**src/rtl/bcd_pkg.sv**
```systemverilog
// Shared constants and state encoding for the sequential binary-to-BCD converter.
package bcd_pkg;

    localparam logic [1:0] S_IDLE  = 2'd0;
    localparam logic [1:0] S_SHIFT = 2'd1;
    localparam logic [1:0] S_DONE  = 2'd2;

    localparam int         BCD_W       = 4;
    localparam logic [3:0] ADD3_THRESH = 4'd5;

    typedef enum logic [1:0] {
        IDLE  = S_IDLE,
        SHIFT = S_SHIFT,
        DONE  = S_DONE
    } state_t;

endpackage

```
**src/rtl/bcd_seq_converter_if.sv**
```systemverilog
// Request/result bundle between the hash source, the converter and the display stage.
interface bcd_seq_converter_if
    import bcd_pkg::*;
#(
    parameter int WIDTH = 16
);
    // Handshake: the requester raises start with bin_in valid; the converter accepts it
    // only on a rising edge where it is idle (fsm_state == S_IDLE). While busy, start is
    // ignored and not queued. done pulses for one cycle as D5..D1 take the new result;
    // the digits otherwise hold their last value.
    logic                   start;
    logic [WIDTH-1:0]       bin_in;
    logic                   busy;
    logic                   done;
    logic [BCD_W-1:0]       D5_out;
    logic [BCD_W-1:0]       D4_out;
    logic [BCD_W-1:0]       D3_out;
    logic [BCD_W-1:0]       D2_out;
    logic [BCD_W-1:0]       D1_out;
    logic [1:0]             fsm_state;

    modport master (
        output start, bin_in,
        input  busy, done, D5_out, D4_out, D3_out, D2_out, D1_out, fsm_state
    );

    modport slave (
        input  start, bin_in,
        output busy, done, D5_out, D4_out, D3_out, D2_out, D1_out, fsm_state
    );

endinterface

```
**src/rtl/bcd_add3.sv**
```systemverilog
// Combinational double-dabble correction cell: a digit of 5 or more gets 3 added.
module bcd_add3
    import bcd_pkg::*;
(
    input  logic [BCD_W-1:0] digit,
    output logic [BCD_W-1:0] corrected
);

    // Inputs stay in 0..9 during conversion, so the 4-bit sum never wraps.
    assign corrected = (digit >= ADD3_THRESH) ? digit + 4'd3 : digit;

endmodule

```
**src/rtl/bcd_seq_converter.sv**
```systemverilog
// Sequential shift-add-3 converter: one correction and shift per clock, WIDTH shifts per
// conversion, result copied to the held digit outputs in a single update.
module bcd_seq_converter
    import bcd_pkg::*;
#(
    parameter int WIDTH  = 16,
    parameter int DIGITS = 5
)(
    input logic                 sysclk,
    input logic                 reset,
    bcd_seq_converter_if.slave  bus
);

    localparam int         BCD_BITS = DIGITS * BCD_W;
    localparam logic [4:0] CNT_LAST = 5'(WIDTH - 1);

    state_t               state;
    logic [BCD_BITS-1:0]  bcd_sr;
    logic [BCD_BITS-1:0]  bcd_corr;
    logic [WIDTH-1:0]     bin_sr;
    logic [4:0]           cnt;

    for (genvar g = 0; g < DIGITS; g++) begin : g_add3
        bcd_add3 u_add3 (
            .digit     (bcd_sr[g*BCD_W +: BCD_W]),
            .corrected (bcd_corr[g*BCD_W +: BCD_W])
        );
    end

    assign bus.fsm_state = state;

    always_ff @(posedge sysclk) begin
        if (reset) begin
            state      <= IDLE;
            bus.busy   <= 1'b0;
            bus.done   <= 1'b0;
            bus.D5_out <= '0;
            bus.D4_out <= '0;
            bus.D3_out <= '0;
            bus.D2_out <= '0;
            bus.D1_out <= '0;
            bcd_sr     <= '0;
            bin_sr     <= '0;
            cnt        <= '0;
        end else begin
            bus.done <= 1'b0;
            case (state)
                IDLE: begin
                    if (bus.start) begin
                        bin_sr   <= bus.bin_in;
                        bcd_sr   <= '0;
                        cnt      <= '0;
                        bus.busy <= 1'b1;
                        state    <= SHIFT;
                    end
                end
                SHIFT: begin
                    // Corrected digits shift left as one unit with the binary MSB fed in.
                    bcd_sr <= {bcd_corr[BCD_BITS-2:0], bin_sr[WIDTH-1]};
                    bin_sr <= {bin_sr[WIDTH-2:0], 1'b0};
                    cnt    <= cnt + 5'd1;
                    if (cnt == CNT_LAST) begin
                        state <= DONE;
                    end
                end
                DONE: begin
                    bus.D5_out <= bcd_sr[4*BCD_W +: BCD_W];
                    bus.D4_out <= bcd_sr[3*BCD_W +: BCD_W];
                    bus.D3_out <= bcd_sr[2*BCD_W +: BCD_W];
                    bus.D2_out <= bcd_sr[1*BCD_W +: BCD_W];
                    bus.D1_out <= bcd_sr[0*BCD_W +: BCD_W];
                    bus.done   <= 1'b1;
                    bus.busy   <= 1'b0;
                    state      <= IDLE;
                end
                default: begin
                    state    <= IDLE;
                    bus.busy <= 1'b0;
                end
            endcase
        end
    end

endmodule
```
**src/flat_wrapper.sv**
```systemverilog
// flat-port wrapper written by rule: the top's interface ports become plain ports
module bcd_seq_converter_flat import bcd_pkg::*;
#(
    parameter int WIDTH  = 16,
    parameter int DIGITS = 5
)
  (sysclk, reset, bus_start, bus_bin_in, bus_busy, bus_done, bus_D5_out, bus_D4_out, bus_D3_out, bus_D2_out, bus_D1_out, bus_fsm_state);
  bcd_seq_converter_if #(.WIDTH(WIDTH)) bus_i ();
  input logic sysclk;
  input logic reset;
  input wire logic [$bits(bus_i.start)-1:0] bus_start;
  input wire logic [$bits(bus_i.bin_in)-1:0] bus_bin_in;
  output wire logic [$bits(bus_i.busy)-1:0] bus_busy;
  output wire logic [$bits(bus_i.done)-1:0] bus_done;
  output wire logic [$bits(bus_i.D5_out)-1:0] bus_D5_out;
  output wire logic [$bits(bus_i.D4_out)-1:0] bus_D4_out;
  output wire logic [$bits(bus_i.D3_out)-1:0] bus_D3_out;
  output wire logic [$bits(bus_i.D2_out)-1:0] bus_D2_out;
  output wire logic [$bits(bus_i.D1_out)-1:0] bus_D1_out;
  output wire logic [$bits(bus_i.fsm_state)-1:0] bus_fsm_state;
  assign bus_i.start = bus_start;
  assign bus_i.bin_in = bus_bin_in;
  assign bus_busy = bus_i.busy;
  assign bus_done = bus_i.done;
  assign bus_D5_out = bus_i.D5_out;
  assign bus_D4_out = bus_i.D4_out;
  assign bus_D3_out = bus_i.D3_out;
  assign bus_D2_out = bus_i.D2_out;
  assign bus_D1_out = bus_i.D1_out;
  assign bus_fsm_state = bus_i.fsm_state;
  bcd_seq_converter #(.WIDTH(WIDTH), .DIGITS(DIGITS)) u_core (.sysclk(sysclk), .reset(reset), .bus(bus_i));
endmodule
```
**config.mk**
```make
export PLATFORM = sky130hd
export DESIGN_NAME = bcd_seq_converter_flat
export DESIGN_NICKNAME = d
export VERILOG_FILES = /design/src/rtl/bcd_pkg.sv /design/src/rtl/bcd_seq_converter_if.sv /design/src/rtl/bcd_add3.sv /design/src/rtl/bcd_seq_converter.sv /design/src/flat_wrapper.sv
export SDC_FILE = /design/constraint.sdc
export NUM_CORES = 1
export LEC_CHECK = 0
export CORE_AREA = 5 5 92 68
export CTS_BUF_LIST = sky130_fd_sc_hd__clkbuf_4
export DETAILED_ROUTE_END_ITERATION = 10
export DIE_AREA = 0 0 97 73
export PLACE_DENSITY = 0.83
export SYNTH_ARGS = -nofsm -noshare
export SYNTH_HDL_FRONTEND = slang
export SYNTH_SLANG_ARGS = --single-unit
```
**constraint.sdc**
```tcl
create_clock -name sysclk -period 1.8 [get_ports sysclk]
set_input_delay 0.18 -clock sysclk [delete_from_list [all_inputs] [get_ports sysclk]]
set_output_delay 0.18 -clock sysclk [all_outputs]
set_load 0.01 [all_outputs]
```
Word-level counts from Yosys, hierarchy flattened
Index checks and enable logic that the tools add are counted.
{ "totals": {"ff_bits": 65, "inputBits": 19, "out_inout_bits": 24, "elab_cells": 50} }
{ "classes": {"n_addsub": 6, "n_lt_le_gt_ge": 5, "eq_ne": 5, "muxes": 17, "bitwise_logic": 1, "reduce_logical": 5} }
{ "op_table": {"columns": ["cell", "count"], "rows": [
  ["$pmux W20 S2", 1],
  ["$pmux W16 S2", 1],
  ["$ge A4 B3 Y1 const B", 5],
  ["$mux W20", 1],
  ["$add A4 B2 Y4 const B", 4],
  ["$mux W16", 1],
  ["$mux W4", 4],
  ["$pmux W5 S2", 1],
  ["$reduce_and A2 Y1", 3],
  ["$add A5 B1 Y5 const B", 1],
  ["$eq A5 B4 Y1 const B", 1],
  ["$mux W5", 1],
  ["$mux W2", 2],
  ["$pmux W2 S2", 1],
  ["$add A3 B2 Y3 const B", 1],
  ["$mux W3", 1],
  ["$eq A2 B1 Y1 const B", 1],
  ["$eq A2 B2 Y1 const B", 1],
  ["$logic_not A2 Y1", 1],
  ["$mux W1", 2],
  ["$ne A2 B1 Y1 const B", 1],
  ["$ne A2 B2 Y1 const B", 1],
  ["$pmux W1 S2", 1],
  ["$reduce_bool A2 Y1", 1],
  ["$not A1 Y1", 1]
]} }

Depth between registers and ports, before layout
{ "logic_depth": {"depth_word": 3, "depth_mapped": 6} }

Hierarchy
From an unflattened synthesis, not the netlist that was laid out.
{ "unflattened": {"cells_unflattened": 348, "hier_area_um2": 2995.4} }
{ "by_module_without_submodules": {"columns": ["mod", "n_inst", "cells_per_inst", "area_per_inst_um2", "seq_area_each_um2"], "rows": [
  ["bcd_seq_converter", 1, 268, 2488.6, 1301.2],
  ["bcd_add3", 5, 16, 101.3, 0.0]
]} }

Worst setup path after synthesis
OpenSTA, ideal clock, no wires.
{ "synth_timing": {"path_kind": "register -> register", "start": "register u_core.bcd_sr[13]", "end": "register u_core.bcd_sr[14]", "arrival_time_ps": 1250, "path_slack_ps": 433, "path_stages_with_launch": 7, "path_buffers": 0, "cell_sequence": "dfxtp_1 inv_1 ha_1 nand2b_1 a21oi_1 mux2i_1 a22o_1"} }
{ "synth_between": {"elab_chain_len": 3, "word_cells_on_any_way": 4} }
{ "synth_rtl": {"columns": ["item", "line", "text"], "rows": [
  ["start: declaration", "bcd_seq_converter.sv:18", "logic [BCD_BITS-1:0] bcd_sr;"],
  ["start signal: assignment", "bcd_seq_converter.sv:59", "bcd_sr <= {bcd_corr[BCD_BITS-2:0], bin_sr[WIDTH-1]};"],
  ["$add A4 B2 Y4 or $ge A4 B3 Y1 (tied branches)", "bcd_add3.sv:10", "assign corrected = (digit >= ADD3_THRESH) ? digit + 4'd3 : digit;"],
  ["$mux W4 *", "bcd_add3.sv:10", null],
  ["$pmux W20 S2 *", "bcd_seq_converter.sv:47", "case (state)"]
]} }
Mark *: on every way between the ends. The rest lies on a longest branch, timed or not.
A chain may end at the register's enable or synchronous reset.

Worst setup path in the final report
{ "layout_timing": {"start": "register u_core.state[1], in the netlist u_core.bus.fsm_state[1]", "end": "output port bus_fsm_state[1]"} }
{ "layout_rtl": {"columns": ["item", "line", "text"], "rows": [
  ["start: declaration", "bcd_seq_converter.sv:17", "state_t state;"],
  ["start signal: assignment", "bcd_seq_converter.sv:34", "state <= IDLE;"],
  ["start signal: assignment", "bcd_seq_converter.sv:54", "state <= SHIFT;"],
  ["start signal: assignment", "bcd_seq_converter.sv:63", "state <= DONE;"],
  ["end: declaration", "flat_wrapper.sv:20", "output wire logic [$bits(bus_i.fsm_state)-1:0] bus_fsm_state;"]
]} }
No word-level cell between the ends.

==> impl_metrics.yaml <==
drt:
  dr.pass1.iters: 4
  vias_per_cell: 5.35
  drtIter0Drc: 157
  wl_per_cell_um: 13.4
  num_vias: 2493
  wl_um: 6250
  ant_nets: 0
  route.detailed.drc: 0
placement:
  port_buffers: 42
  hpwl_um: 4280
  placedCellCount: 450
  gp_congestion: 0.757
critical_path:
  path_max_fanout: 10
  cp.required_ps: 1620
  crit_type: "flip-flop to primary output"
  cp_data_arrival_time_ps: 1540
  endpoint_kind: "primary output"
  start_kind: "flip-flop"
cts:
  cts.sinks: 65
  h-tree-depth: 3
  cts_tree: "built"
  cts_max_path_buffers: 2
  postCtsSetupBuffers: 0
  cts_hold_buf: 0
  cts_root_buf: "clkbuf_4"
  clock_latency_ps: 400
  clk_pin_slew_ps: 100
  cts_buffers: 9
grt:
  grt_pass1_vias: 2454
  grt_usage_pct: 18.6
  grt_overflow: 0
  grt_max_degree: 28
  antenna_found_initial: 0
  grt_pass1_wl_um: 10600
timing:
  finalCritPeriodShare_pct: 95.5
  slew_headroom_pct: 70.2
  fin_worst_skew_ps: 3.52
  setup_viol: 0
  hold_viol: 0
  post-route-min-period_ps: 1720
  tightestPinTransition_ps: 447
  max_clock_freq_mhz: 582
  slew_viol_final: 0
  rsz0062_at_grt: "false"
  fin_tns_setup_ps: 0
floorplan:
  ios: 43
  num_rows: 23
  die_w_um: 97
  dieArea_mm2: 0.00708
  die_h_um: 73
  coreArea_mm2: 0.00544
  start_util_pct: 52.3
finish:
  antenna_cells: 0
  multi_input_area_mm2: 0.00140
  syn_to_final_growth_pct: 24.2
  most-common-layout-cells: "63 x dfxtp_1, 44 x nor2_1, 42 x nand2_1, 41 x clkdlybuf4s50_1, 34 x a21oi_1"
  final_nets: 417
  drive_gt1_share_pct: 9.21
  nFillCells: 456
  stdcell_count: 466
  regArea_mm2: 0.00131
  layout_commonest_cell: "dfxtp_1"
power_and_ir_drop:
  p_total_uw: 2930
  leakagePower_uw: 0.00136
  vdd_drop_max_mv: 0.481
  power_density_mw_per_mm2: 831
logic_synthesis:
  netlist_area_mm2: 0.00284
  synth_nets: 373
  synthDistinctLibCells: 32
  synth_cells: 342
  ys_ff_latch: 65
  avgSynthCellArea_um2: 8.31
  synth_warnings: 0
  synth_seq_area_share_pct: 45.8
status:
  status: "finished, final reports clean"
worst_hold_path:
  hp-class: "input port to flip-flop"
flow_run:
  max_cap_violations: 0
[power breakdown]
group | internal [µW] | switching [µW] | leakage [µW]
Sequential | 1480 | 26.9 | 0.000529
Clock | 692 | 498 | 0.0000971
Combinational | 118 | 124 | 0.000734
Total | 2280 | 649 | 0.00136
[worst max-delay path, stage by stage, from the launching register on]
cell and delay, ps:
dfxtp_2 400, buf_4 190, clkdlybuf4s50_1 550
[stage by stage]
| stage | util [%] | instance area (µm²) | worst slack [ps] | hold slack (ps) |
|---|---|---|---|---|
| after detailed placement | 61.6 | 3350 | 193 | 440 |
| after CTS | 64.9 | 3530 | 39.0 | 13.3 |
| after floorplan | - | 2840 | 433 | 441 |
| after global placement | 61.6 | 3350 | 244 | 444 |
| after global routing | 64.9 | 3530 | 20.7 | 7.88 |
| final | 64.9 | 3530 | 81.0 | 29.7 |
[registers in the layout (all words and copies together), names as in the netlist]
signal,flops
u_core.bus.D1_out,4
u_core.bus.D5_out,4
u_core.bus.fsm_state,2
u_core.bus.done,1
u_core.bus.D2_out,4
u_core.bus.D3_out,4
u_core.bus.busy,1
u_core.bin_sr,16
u_core.bus.D4_out,4
u_core.cnt,5
u_core.bcd_sr,20
[worst paths after layout]
kind / from / end / slack, ps / cells after the start
setup reg to reg: u_core.bcd_sr[9] / u_core.bcd_sr[10] / 270 / 6
setup / recovery: u_core.bus.fsm_state[1] / bus_fsm_state[1] / 80 / 2
hold reg to reg: u_core.bus.D2_out[2] / u_core.bus.D2_out[2] / 460 / 2
hold / removal: reset / u_core.bus.busy / 30 / 2
[kinds of logic (layout without fill, tap and decap cells)]
kind of cell | Yosys count | in the layout | synth area share [%]
AO/OA/AOI/OAI | 78 | 78 | 17.3
flip-flops | 65 | 65 | 45.8
XOR/XNOR | 9 | 9 | 2.77
multiplexers | 5 | 5 | 1.76
adder cells (fa/ha/maj) | 12 | 12 | 5.28
buffers and inverters | 34 | 83 | 4.97
AND/OR/NAND/NOR | 139 | 139 | 22.1
[final cells by class]
| cell class | instances | area share, % |
|---|---|---|
| well taps | 75 | 2.66 |
| inverters | 13 | 1.38 |
| multi-input cells | 243 | 39.7 |
| clock buffers | 9 | 1.91 |
| repair buffers | 54 | 14.3 |
| clock inverters | 7 | 3.08 |
| flip-flops and latches | 65 | 37.0 |
[what timing repair did]
| action | 4_1_cts | 5_1_grt |
|---|---|---|
| endpoints found under the setup margin | 2 | 1 |
| pin swaps | 0 | 0 |
| resized for setup | 2 | 1 |
[routing by layer]
layer,global-route usage [%],wire [µm]
met5,0,0
met3,5.92,286
met1,20.3,2800
met2,33.3,3050
met4,9.03,115
[Yosys cell counts, drive strengths merged]
library cell | instances | area, µm²
nand2 | 42 | 158
buf | 11 | 55.1
nand3 | 7 | 35.0
xnor2 | 5 | 43.8
or3 | 1 | 6.26
a31oi | 1 | 6.26
ha | 12 | 150
mux2i | 5 | 50.1
a22o | 14 | 123
dfxtp | 65 | 1300
nand3b | 1 | 7.51
and3 | 1 | 6.26
a22oi | 2 | 15.0
and2 | 1 | 6.26
a2bb2oi | 8 | 70.1
xor2 | 4 | 35.0
nor2b | 8 | 50.1
or2 | 1 | 6.26
clkbuf | 10 | 37.5
nor3 | 20 | 100
a21oi | 34 | 170
a211oi | 2 | 15.0
inv | 13 | 48.8
nor2 | 49 | 201
o22ai | 7 | 43.8
nor3b | 1 | 7.51
nand2b | 7 | 43.8
o21ai | 10 | 50.0
Power figures use the tool's default switching activity.
==> patch (same flow settings) <==
`BCD_W`: 4 -> 6.
--- a/src/rtl/bcd_pkg.sv
+++ b/src/rtl/bcd_pkg.sv
@@ -7,3 +7,3 @@
 
-    localparam int         BCD_W       = 4;
+    localparam int         BCD_W       = 6;
     localparam logic [3:0] ADD3_THRESH = 4'd5;
Ports: changed (5 resized); port bits go from 43 to 53. No check against the original RTL was run, so the function may have changed too.
==> patch against the original RTL <==
Total power is 9.0% higher. Design area is 25% higher. Maximum frequency is 0.34% higher. Area after synthesis is 30% higher. Sequential cell count is 20 higher. Wire length is 28% higher. Setup slack better by 0.0058 ns. Sequential share of layout area is 1.7 points higher. Via count is 27% higher. Critical path type unchanged. Critical endpoint unchanged. Largest cell class unchanged.
==> patch: results (changes against the original RTL) <==
Parameter                              Value

Synth
  Register area share after synthesis ... 46.0% (+0.19 points)
  Synthesized-area fraction occupied by ao, oa, aoi and oai cells ... 19.9% (+2.6 points)
  Mean area per synthesized cell ... 8.49 um2 (+2.2%)
  Multiplexer area fraction after synthesis ... 1.66% (-0.10 points)
  Total nets after synthesis ... 467 (+25%)
  Adder and majority gate portion of the synthesized area ... 4.06% (-1.2 points)
  Leading post-synthesis cells by instance count ... 92 x sky130_fd_sc_hd__nand2_1, 85 x sky130_fd_sc_hd__dfxtp_1, 55 x sky130_fd_sc_hd__a21oi_1

Routing
  Met1 routed wirelength after detailed routing ... 3.67 mm (+31%)
  Average via count per standard cell ... 5.63 (+5.2%)
  Total detailed-routing wirelength ... 8.01 mm (+28%)
  Detailed-route wire length per cell ... 14.2 um (+5.9%)
  Drt pass-1 iters ... 5 (+1)
  Wire length on met3 ... 460 um (+61%)
  Violation count after the first detailed-route iteration ... 212 (+35%)
  WL met2 ... 3.79 mm (+24%)

Setup path
  Largest fanout on the critical path ... 7 (-3)
  Worst R2R Start ... u_core.bcd_sr[7]$_SDFFE_PP0P_
  Worst reg2reg endpoint ... u_core.bcd_sr[8]$_SDFFE_PP0P_

Global routing
  Vias in the first global route ... 2,941 (+20%)
  Met3 track utilization from global routing ... 7.35% (+1.4 points)
  GR met2 Demand/Resource ... 39.4% (+6.1 points)
  Global-route wire length before repair ... 13.9 mm (+31%)
  GR Layer Usage met1 ... 30.7% (+10 points)
  Largest net degree at the start of global routing ... 32 (+14%)

Cells and area
  Layout fillers ... 389 (-15%)
  Layout cell share with drive strength beyond 1 ... 7.57% (-1.6 points)
  Final #Nets ... 515 (+24%)

Clocking
  Clock latency of the later-clocked register in the worst-skew pair ... 0.44 ns (+0.04 ns)
  Quantity of gates resized following cts ... 1 (-1)

Placed design
  Port Buf Inserts ... 52 (+24%)
  Estimated wirelength of the detail-placed design ... 5.66 mm (+32%)
  Cell count after placement ... 548 (+22%)
  Placed Instance Area ... 0.00429 mm2 (+28%)
  Final weighted congestion of routability-driven global placement ... 0.852 (+13%)

Pwr
  Switching fraction of total power ... 26.7% (+4.5 points)
  Peak supply drop ... 0.000544 V (+13%)
  Combinational Power Share ... 9.6% (+1.4 points)

Worst hold path
  Worst hold path endpoint ... u_core.bcd_sr[22]$_SDFFE_PP0P_

Timing
  Max-slew headroom at the worst pin ... 75.7% (+5.5 points)
  Min Hold Slack ... 0.227 ns (+0.197 ns)
  Worst clock skew ... 0.0153 ns (+0.0117 ns)

Outcome
  Run status ... complete, no violations
## patch: cell types whose count changed after synthesis, moves of 6 or more
cell                        change
sky130_fd_sc_hd__nand2_1       +50
sky130_fd_sc_hd__nor2_1        -18
sky130_fd_sc_hd__dfxtp_1       +20
sky130_fd_sc_hd__a2bb2oi_1      -8
sky130_fd_sc_hd__a21oi_1       +21
sky130_fd_sc_hd__a22o_1         +6
sky130_fd_sc_hd__o22ai_1        -7
sky130_fd_sc_hd__a311oi_1       +9
sky130_fd_sc_hd__nor2b_1        -6
sky130_fd_sc_hd__nor3_1         -7
sky130_fd_sc_hd__xor2_1         +6
## patch: area by class of cell
type / count / area [um2] / area share (%)
Timing Repair Buffer: 68 / 636 / 14.4
Clock inverter: 7 / 41.3 / 0.939
Tap cell: 75 / 93.8 / 2.13
Multi-Input combinational cell: 309 / 1820 / 41.3
Sequential cell: 85 / 1700 / 38.7
Clock buffer: 9 / 67.6 / 1.54
Inverter: 11 / 41.3 / 0.939
## patch: worst max path at each step
stage / from / slack (ns) / to / depth (start not counted)
6_report: u_core.bus.fsm_state[1]$_SDFFE_PP0P_ / 0.09 / bus_fsm_state[1] / 2
5_1_grt: u_core.bus.fsm_state[1]$_SDFFE_PP0P_ / 0.02 / bus_fsm_state[1] / 2
3_3_place_gp: bus_start / 0.19 / u_core.cnt[3]$_SDFFE_PP0P_ / 6
4_1_cts: u_core.bus.fsm_state[1]$_SDFFE_PP0P_ / 0.002 / bus_fsm_state[1] / 2
2_1_floorplan: u_core.bus.fsm_state[0]$_SDFFE_PP0P_ / 0.38 / u_core.cnt[4]$_SDFFE_PP0P_ / 5
3_5_place_dp: bus_start / 0.17 / u_core.cnt[3]$_SDFFE_PP0P_ / 6
